$ cat src/rtl/work_shift_tx.sv
// work_shift_tx: holds one 24-word unit of mining work (8 midstate words,
// then 16 remaining block words) and streams it into the hash core's
// shift-in port, one word per valid/ready handshake.
module work_shift_tx #(
  parameter int unsigned WORD_W    = 32,
  parameter int unsigned MID_WORDS = 8,
  parameter int unsigned REM_WORDS = 16
) (
  input  logic              clk,
  input  logic              n_rst,
  input  logic              wr_en,
  input  logic [4:0]        wr_addr,
  input  logic [WORD_W-1:0] wr_data,
  input  logic              load_go,
  input  logic              abort,
  input  logic              shift_ready,
  output logic              shift_valid,
  output logic [WORD_W-1:0] shift_data,
  output logic [2:0]        tx_phase,
  output logic              midstate_sent,
  output logic              remaining_sent,
  output logic              busy
);

  localparam int unsigned TOTAL     = MID_WORDS + REM_WORDS;
  localparam logic [4:0]  NUM_WORDS = 5'(TOTAL);
  localparam logic [4:0]  LAST_MID  = 5'(MID_WORDS - 1);
  localparam logic [4:0]  LAST_WORD = 5'(TOTAL - 1);

  typedef enum logic [1:0] {
    IDLE,
    SEND_MID,
    SEND_REM,
    DONE
  } state_t;

  state_t            state, state_n;
  logic [4:0]        idx, idx_n, nxt;
  logic              valid_n, mid_n, rem_n, busy_n;
  logic [WORD_W-1:0] data_n, word0, nxt_word;
  logic [2:0]        phase_n;
  logic              wr_ok, xfer;

  logic [WORD_W-1:0] mem [TOTAL];

  assign wr_ok = wr_en && (wr_addr < NUM_WORDS) && (state == IDLE);
  assign xfer  = shift_valid && shift_ready;
  assign nxt   = idx + 5'd1;

  // A write to word 0 in the same cycle as load_go must be seen by the stream.
  assign word0    = (wr_en && (wr_addr == 5'd0)) ? wr_data : mem[0];
  assign nxt_word = (nxt < NUM_WORDS) ? mem[nxt] : '0;

  // Work buffer: writable only while idle, contents never reset.
  always_ff @(posedge clk) begin
    if (wr_ok) mem[wr_addr] <= wr_data;
  end

  // State and registered outputs.
  always_ff @(posedge clk or negedge n_rst) begin
    if (!n_rst) begin
      state          <= IDLE;
      idx            <= '0;
      shift_valid    <= 1'b0;
      shift_data     <= '0;
      tx_phase       <= '0;
      midstate_sent  <= 1'b0;
      remaining_sent <= 1'b0;
      busy           <= 1'b0;
    end else begin
      state          <= state_n;
      idx            <= idx_n;
      shift_valid    <= valid_n;
      shift_data     <= data_n;
      tx_phase       <= phase_n;
      midstate_sent  <= mid_n;
      remaining_sent <= rem_n;
      busy           <= busy_n;
    end
  end

  // Next-state and next-output values; abort outranks any transfer.
  always_comb begin
    state_n = state;
    idx_n   = idx;
    valid_n = shift_valid;
    data_n  = shift_data;
    phase_n = tx_phase;
    mid_n   = 1'b0;
    rem_n   = 1'b0;

    if (abort && (state != IDLE)) begin
      state_n = IDLE;
      idx_n   = '0;
      valid_n = 1'b0;
      phase_n = 3'b000;
    end else begin
      unique case (state)
        IDLE: begin
          if (load_go) begin
            state_n = SEND_MID;
            idx_n   = '0;
            valid_n = 1'b1;
            data_n  = word0;
            phase_n = 3'b001;
          end
        end
        SEND_MID: begin
          if (xfer) begin
            idx_n  = nxt;
            data_n = nxt_word;
            if (idx == LAST_MID) begin
              state_n = SEND_REM;
              phase_n = 3'b010;
              mid_n   = 1'b1;
            end
          end
        end
        SEND_REM: begin
          if (xfer) begin
            if (idx == LAST_WORD) begin
              state_n = DONE;
              idx_n   = '0;
              valid_n = 1'b0;
              phase_n = 3'b000;
              rem_n   = 1'b1;
            end else begin
              idx_n  = nxt;
              data_n = nxt_word;
            end
          end
        end
        DONE: begin
          state_n = IDLE;
        end
        default: begin
          state_n = IDLE;
        end
      endcase
    end

    busy_n = (state_n != IDLE);
  end

endmodule

$ cat config.mk
export PLATFORM = sky130hd
export DESIGN_NAME = work_shift_tx
export DESIGN_NICKNAME = d
export VERILOG_FILES = /design/src/rtl/work_shift_tx.sv
export SDC_FILE = /design/constraint.sdc
export NUM_CORES = 1
export LEC_CHECK = 0
export BUFFER_PORTS_ARGS = -buffer_cell sky130_fd_sc_hd__buf_2
export CAP_MARGIN = 20
export CORE_MARGIN = 2
export CORE_UTILIZATION = 40
export DETAILED_ROUTE_END_ITERATION = 10
export PLACE_DENSITY_LB_ADDON = 0.3
export SKIP_CTS_REPAIR_TIMING = 1
export SYNTH_ARGS = -nofsm -noshare
export SYNTH_HDL_FRONTEND = slang
export SYNTH_SLANG_ARGS = --single-unit
$ cat constraint.sdc
create_clock -name clk -period 9.2 [get_ports clk]
set_input_delay 2.3 -clock clk [delete_from_list [all_inputs] [get_ports clk]]
set_output_delay 2.3 -clock clk [all_outputs]
set_load 0.1 [all_outputs]
# After elaboration in Yosys (flattened, before gate mapping)
# Memory sizes are Yosys's and may differ from the RTL's.
# Index checks and enable logic that the tools add are counted.
# totals
reg_bits,46
n_memories,1
output_inout_bits,39
input_bits,43
ramBits,768
elab_cells,85
# op_classes
n_eq_ne,14
n_bitwise,1
addsub,1
n_lt_le_gt_ge,2
muxes,42
n_reduce_logical,16
# memory_table
memory,words,word_bits,read_ports,rd_ports_with_merged_regs,write_ports,line,text
mem,24,32,2,0,1,44,logic [WORD_W-1:0] mem [TOTAL];
# op_table
cell,count
32-bit two-way mux,6
32-bit one-hot mux with 3 select lines,1
5-bit two-way mux,5
3-bit two-way mux,6
5-bit one-hot mux with 3 select lines,1
1-bit two-way mux,14
2-bit two-way mux,6
"3-bit != test, second input constant",4
6-bit AND reduction,2
"5-bit less-than comparator, second input constant",2
3-bit one-hot mux with 3 select lines,1
"2-bit != test, second input constant",4
2-bit one-hot mux with 4 select lines,1
4-bit AND reduction,2
3-bit nonzero test,2
"5-bit by 1-bit adder with 5-bit output, second input constant",1
"5-bit by 3-bit equality test with 1-bit output, second input constant",1
"5-bit equality test, second input constant",1
1-bit logical AND,5
5-bit logical NOT,1
"2-bit equality test, second input constant",2
2-bit nonzero test,2
4-bit nonzero test,1
"3-bit by 2-bit != test with 1-bit output, second input constant",1
4 further kinds,4

# Logic depth before layout (Yosys ltp)
# Gate-level depths: netlist of run 1.
# depth
word_depth,6
mapped_depth,10

# Worst setup path after synthesis of run 1
# No wires, ideal clock.
# synth_timing
path_kind,input to register
from,input wr_addr[3]
to,"memory mem[1][0], enable pin"
path_buffers,2
arrival_time_ps,4411
path_stages,4
setup_slack_ps,4368
setup_time_ps,421
required_ps,8779
cell_sequence,clkbuf_1 -> or3_1 -> clkbuf_1 -> nor2_1
# synth_via
elab_chain_len,5
# synth_lines
item,line,text
"start, declared",12,"input logic [4:0] wr_addr,"
5-bit less-than comparator,46,assign wr_ok = wr_en && (wr_addr < NUM_WORDS) && (state == IDLE);
1-bit logical AND (2 in series),46,
1-bit two-way mux,56,if (wr_ok) mem[wr_addr] <= wr_data;
1-bit two-way mux (not written as such),56,
"end, declared",44,
# Parallel ways exist; a longest one is shown, timed or not.

# Worst setup path in the final report of run 1
# layout_timing
from,input abort
to,register shift_data[17]
# layout_via
elab_chain_len,3
# layout_lines
item,line,text
"start, declared",15,"input logic abort,"
1-bit logical AND,92,if (abort && (state != IDLE)) begin
1-bit NOT (no source line),-,
6-bit AND reduction (no source line),-,
"end signal, assigned",74,shift_data <= data_n;
"end, declared",18,"output logic [WORD_W-1:0] shift_data,"
# Every way passes these cells.
# A chain may end at the register's enable or synchronous reset.

==> run_results.csv, run 1 <==
group,metric,value,unit
yosys,synth_fa_ha_area_frac,0.00194,
place,port-buffer-count,80,
yosys,synth-seq-area-share,0.751,
route,num_vias,17600,
timing,fmax,228,MHz
clock_network,clkTransAtPathRegs,60,ps
global_route,grt_max_degree,142,
critical_path,crit_path_end_kind,"flip-flop",
critical_path,crit_fanout,18,
timing,hold_viol_final,0,
power,ir_worst_vdd,0.247,mV
cells_and_area,drive_gt1_frac,0.218,
timing,max_slew_margin,0.234,
clock_network,cts_sinks,813,
cells_and_area,final_nets,1972,
timing,tns,0,ps
global_route,grt_pass1_wl,119000,µm
place,gp_congestion,0.832,
clock_network,cts-buffers-inserted,81,
status,status,"finished, final reports clean",
yosys,synth_warnings,0,
timing,rsz0062_at_grt,"false",
route,via_per_inst,5.79,
yosys,postSynthAreaPerCell,17.6,µm²
yosys,synth_compound_area_frac,0.0464,
route,wirelength,80600,µm
yosys,synth_top_family_by_area,"multiplexers",
yosys,ys_types,62,
floorplan,fp.dieArea,0.0828,mm²
route,drt_iter0_drc,1956,
clock_network,clockBufferDepth,3,
yosys,syn_inst,1828,
floorplan,std_cell_rows,104,
yosys,synth.area.mux_share,0.115,
cells_and_area,n_fill_cell,6816,
critical_path,worstSetupPathType,"in -> reg",
yosys,synth_fp_nets,1876,
clock_network,root_buffer,"clkbuf_16",
yosys,syn_area,0.0322,mm²
timing,fin_ws,4810,ps
critical_path,cp.required,9670,ps
critical_path,startpoint_type,"primary input",
yosys,synthSimpleGateAreaFrac,0.0668,
floorplan,fp.dieW,288,µm
timing,max_slew.worst_pin.slew,1150,ps
yosys,synth-edff-count,768,
global_route,track_usage,0.196,
global_route,antenna_found_initial,2,
place,dp_hpwl,44400,µm
yosys,synthXorXnorAreaFrac,0.00210,
yosys,yosys.area.top_type,"edfxtp_1",
yosys,synth_top_area_frac,0.716,
global_route,grt_pass1_vias,17700,
clock_network,htreeDepth,3,
floorplan,io_pins,82,
global_route,grt_overflow,0,
floorplan,core,0.0802,mm²
power,p_per_area,277,mW/mm²
timing,finalSetupViolCount,0,
timing,fin_crit,4390,ps
hold_path,hold_class,"reg -> reg",
clock_network,cts_tree,"done",
floorplan,initial_core_util,0.402,
yosys,synth_area_leaders,"edfxtp_1, mux4_2, dfrtp_1",
run,cap_violations,0,
cells_and_area,antenna-diode-count,0,
yosys,ys.flop_type,"edfxtp_1",
critical_path,worstPathArrival,4850,ps
floorplan,chipHeight,288,µm
route,postRouteAntennaNets,0,
power,leakagePower,11.7,nW
timing,finalCritPeriodShare,0.477,
route,drcViolationCount,0,
route,drt-pass1-iter-count,5,
route,wl_per_cell,26.4,µm
yosys,async_flop_share,0.0554,
timing,slew_violations,0,
cells_and_area,syn2layout_area_growth,14.5,%
yosys,ys_ff_latch,813,
place,place_ws,4250,ps
clock_network,clkLatencyLatePin,650,ps
timing,skew,30.6,ps
-- synthesized netlist by cell type, drive strengths merged, types with 11 or more instances --
library cell and number:
a2111oi 17, a21oi 41, a221o 16, a32oi 36
a41oi 16, and3 17, buf 61, clkbuf 52
dfrtp 45, edfxtp 768, mux2i 67, mux4 134
nand2 274, nand3 101, nand4 11, nor2 42
nor3 17, o211ai 18, o21ai 21
-- report_power, final --
part	internal (W)	leakage (nW)	switching [W]
logic	0.000890	2.93	0.00165
registers	0.00416	7.48	0.000141
clock network	0.00199	1.31	0.00139
-- logic make-up (layout without fill, tap and decap cells) --
kind of cell             count (synthesis)  count (layout)
flip-flops                             813             813
AND/OR/NAND/NOR                        487             487
multiplexers                           201             201
AO/OA/AOI/OAI                          192             192
buffers and inverters                  123             285
XOR/XNOR                                 6               6
adder cells (fa/ha/maj)                  5               5
other                                    1               1
-- per-stage QoR --
step	area [µm²]	util	hold slack (ps)	cells	power, W
5_1_grt	36900	0.460	583	3050	0.0106
2_1_floorplan	32200	-	548	1828	0.00625
6_report	36900	0.460	572	3050	0.0102
3_5_place_dp	34100	0.426	563	2900	0.00693
3_3_place_gp	34000	0.425	562	2897	0.00691
4_1_cts	36800	0.460	577	3049	0.0103
-- critical path, cell delays in order --
cell and delay [ps]:
buf_2 150, and4bb_2 260, a22oi_2 850, or2_2 270, or3_1 800, o211ai_1 200
-- cells in the final DEF (no fill, tap or decap), types with 9 or more instances in the layout --
cell,synthesis,layout
clkinv_2,0,10
a41oi_1,16,16
o21ai_0,20,20
a21oi_1,41,41
clkbuf_16,0,83
edfxtp_1,768,768
nand3_1,101,101
o211ai_2,10,10
a221o_1,16,16
mux2i_1,67,67
buf_4,7,39
a2111oi_0,16,16
nor2_1,42,14
mux4_2,134,134
clkinv_1,0,13
and3_1,17,17
bufinv_16,0,11
inv_1,9,9
buf_2,48,80
dfrtp_1,45,44
nand4_1,11,11
a32oi_1,36,36
nor2_4,0,24
nor3_1,16,16
nand2_1,273,273
clkbuf_1,52,19
-- state kept, by name, indices dropped and copies added, names as in the netlist --
register and count:
busy 1, shift_valid 1, state 2, tx_phase 2, shift_data 32, midstate_sent 1, idx 5, remaining_sent 1
mem 768
-- final cells by class --
cell class	instances	area, µm²	area share
Timing Repair Buffer	126	863	0.0234
Clock inverter	45	546	0.0148
Sequential cell	813	24200	0.656
Inverter	10	37.5	0.00102
Tap cell	1060	1330	0.0360
Multi-Input combinational cell	892	7730	0.210
Clock buffer	104	2180	0.0590
-- per-layer routing --
metal	GRT usage	routed length, µm	vias up
met1	0.278	33700	9225
met2	0.310	38600	781
met4	0.0663	2070	2
met5	0	13	-
met3	0.0302	6230	128
li1	-	-	7512
-- final timing paths --
| path | start | to | slack, ps | cells after the start |
|---|---|---|---|---|
| setup / recovery | abort | shift_data[17]$_DFFE_PN0P_ | 4810 | 6 |
| hold / removal | shift_data[29]$_DFFE_PN0P_ | shift_data[29]$_DFFE_PN0P_ | 570 | 1 |
| setup reg to reg | idx[0]$_DFFE_PN0P_ | shift_data[3]$_DFFE_PN0P_ | 5500 | 8 |
| hold reg to reg | shift_data[29]$_DFFE_PN0P_ | shift_data[29]$_DFFE_PN0P_ | 570 | 1 |
| max in group asynchronous | n_rst | idx[0]$_DFFE_PN0P_ | 6820 | 2 |
| min in group asynchronous | n_rst | shift_data[14]$_DFFE_PN0P_ | 1810 | 2 |
Note: power is estimated with default switching activity, not from simulation.
==> inputs of run 2 (changes only) <==
clock period = 3.55 ns   (was 9.2 ns; I/O delays follow)
==> run 2 against run 1 <==
- sequential share of layout area down 0.68 points
- wire length grew 4.8%
- cell area rose by 1.0%
- sequential power grew to 2.6 times the previous value
- power rose to 2.6 times the previous value
- largest cell class unchanged
==> run_results.csv, run 2 (synthesized netlist as in run 1, its figures left out) <==
group,metric,value,unit
status,status,"finished, final reports clean",
timing,max_slew_margin,0.260,
route,drt-pass1-iter-count,6,
critical_path,crit_path_end_kind,"flip-flop",
floorplan,fp.dieW,288,µm
critical_path,r2r_setup_slack,700,ps
timing,fmax,351,MHz
cells_and_area,top_regs,"mem: 768 flops, shift_data: 32 flops, idx: 5 flops",
power,ir_worst_vdd,0.497,mV
timing,tns,0,ps
clock_network,htreeDepth,3,
critical_path,worstPathArrival,3360,ps
clock_network,root_buffer,"clkbuf_16",
timing,max_slew.worst_pin.slew,1110,ps
cells_and_area,syn2layout_area_growth,15.7,%
place,gp_congestion,0.846,
power,leakagePower,11.9,nW
critical_path,startpoint_type,"flip-flop",
global_route,grt_pass1_wl,123000,µm
timing,fin_crit,2850,ps
global_route,grt_pass1_vias,18100,
global_route,grt_overflow,0,
cells_and_area,largest-register,"mem",
route,postRouteAntennaNets,0,
clock_network,cts_sinks,813,
clock_network,cts_tree,"done",
timing,finalCritPeriodShare,0.802,
critical_path,path_cells,"inv_1, ha_1, and2_1, a22oi_2, or2_2, or3_1, o211ai_1",
clock_network,cts-buffers-inserted,80,
timing,hold_viol_final,0,
floorplan,core,0.0802,mm²
timing,finalSetupViolCount,0,
floorplan,initial_core_util,0.402,
cells_and_area,final_nets,2010,
clock_network,clockBufferDepth,3,
route,num_vias,17900,
critical_path,r2r-end,"shift_data[9]$_DFFE_PN0P_",
run,cap_violations,0,
cells_and_area,final_cell_mix,"edfxtp_1, nand2_1, mux4_2, nand3_1, clkbuf_16",
timing,rsz0062_at_grt,"false",
route,via_per_inst,5.79,
critical_path,crit_fanout,16,
critical_path,r2r-start,"state[1]$_DFF_PN0_",
critical_path,worst_path_max_delay_cell,"or3_1",
cells_and_area,n_fill_cell,6784,
route,drcViolationCount,0,
cells_and_area,drive_gt1_frac,0.230,
timing,slew_violations,0,
global_route,grt_max_degree,96,
cells_and_area,utilization,0.465,
timing,skew,20.7,ps
global_route,antenna_found_initial,3,
clock_network,clkTransAtPathRegs,70,ps
critical_path,cp.required,4060,ps
hold_path,hold_class,"in -> async",
floorplan,std_cell_rows,104,
critical_path,worstSetupPathType,"reg -> reg",
cells_and_area,largest_reg_flops,768,
critical_path,r2r_cells,7,
route,wl_per_cell,27.3,µm
critical_path,cp-startpoint,"state[1]$_DFF_PN0_",
route,wirelength,84400,µm
critical_path,crit_path_max_incr_delay,810,ps
global_route,track_usage,0.204,
cells_and_area,layout_commonest_cell,"edfxtp_1",
floorplan,io_pins,82,
floorplan,chipHeight,288,µm
floorplan,fp.dieArea,0.0828,mm²
place,dp_hpwl,47900,µm
place,port-buffer-count,80,
clock_network,clkLatencyLatePin,620,ps
route,drt_iter0_drc,1881,
power,p_per_area,702,mW/mm²
-- run 2: cell count changes in the layout (fill, tap and decap cells not counted) --
cell | previous run | this run
clkinv_1 | 13 | 9
inv_6 | 2 | 1
buf_4 | 39 | 57
inv_16 | 1 | 0
clkinvlp_4 | 5 | 3
clkbuf_1 | 19 | 28
bufinv_16 | 11 | 7
clkinv_2 | 10 | 9
clkbuf_8 | 2 | 6
buf_12 | 3 | 28
clkbuf_16 | 83 | 81
diode_2 | 0 | 2
buf_16 | 4 | 0
-- run 2: worst max path at each step --
| stage | cells after the start | end |
|---|---|---|
| after detailed placement | 6 | shift_data[17]$_DFFE_PN0P_ |
| after global routing | 7 | shift_data[12]$_DFFE_PN0P_ |
| after floorplan | 4 | mem[1][0]$_DFFE_PP_ |
| after global placement | 6 | shift_data[9]$_DFFE_PN0P_ |
| after CTS | 8 | shift_data[24]$_DFFE_PN0P_ |
| final | 7 | shift_data[9]$_DFFE_PN0P_ |
-- run 2: metal layers --
| layer | GRT usage | part of all wire | vias to the layer above |
|---|---|---|---|
| met4 | 0.0750 | 0.030 | 6 |
| met5 | 0 | 0.00037 | - |
| met2 | 0.318 | 0.47 | 776 |
| met3 | 0.0504 | 0.087 | 136 |
| met1 | 0.280 | 0.42 | 9383 |
| li1 | - | - | 7586 |
-- run 2: through the flow --
stage          cells  area (µm²)  setup WS (ps)  hold slack, ps  power (W)
2_1_floorplan   1828       32200            131             548     0.0162
3_3_place_gp    2940       34700            618             512     0.0180
5_1_grt         3087       37200            471             178     0.0270
4_1_cts         3087       37200            705             156     0.0263
3_5_place_dp    2940       34700            575             508     0.0180
6_report        3089       37300            702             171     0.0262
-- run 2: critical path: cells and delay by family (launching register included) --
kind / cells / cell delay, ps
AO/OA/AOI/OAI: 2 / 470
adder cells (fa/ha/maj): 1 / 380
buffers and inverters: 1 / 110
flip-flops: 1 / 420
AND/OR/NAND/NOR: 3 / 1370
-- run 2: cell type report --
class / instances / area [µm²] / share of cell area
antenna: 2 / 5.00 / 0.000134
clock buffer: 115 / 2210 / 0.0594
clock inverter: 32 / 362 / 0.00971
inverter: 10 / 37.5 / 0.00101
multi-input combinational: 892 / 7730 / 0.207
sequential: 813 / 24200 / 0.649
tap: 1060 / 1330 / 0.0356
timing repair buffer: 165 / 1390 / 0.0373
-- run 2: where the power goes --
group	switching, W	internal [W]	leakage [nW]	total, W
registers	0.000306	0.0108	7.48	0.0111
logic	0.00432	0.00242	3.17	0.00674
clock network	0.00349	0.00486	1.25	0.00835
total	0.00812	0.0181	11.9	0.0262
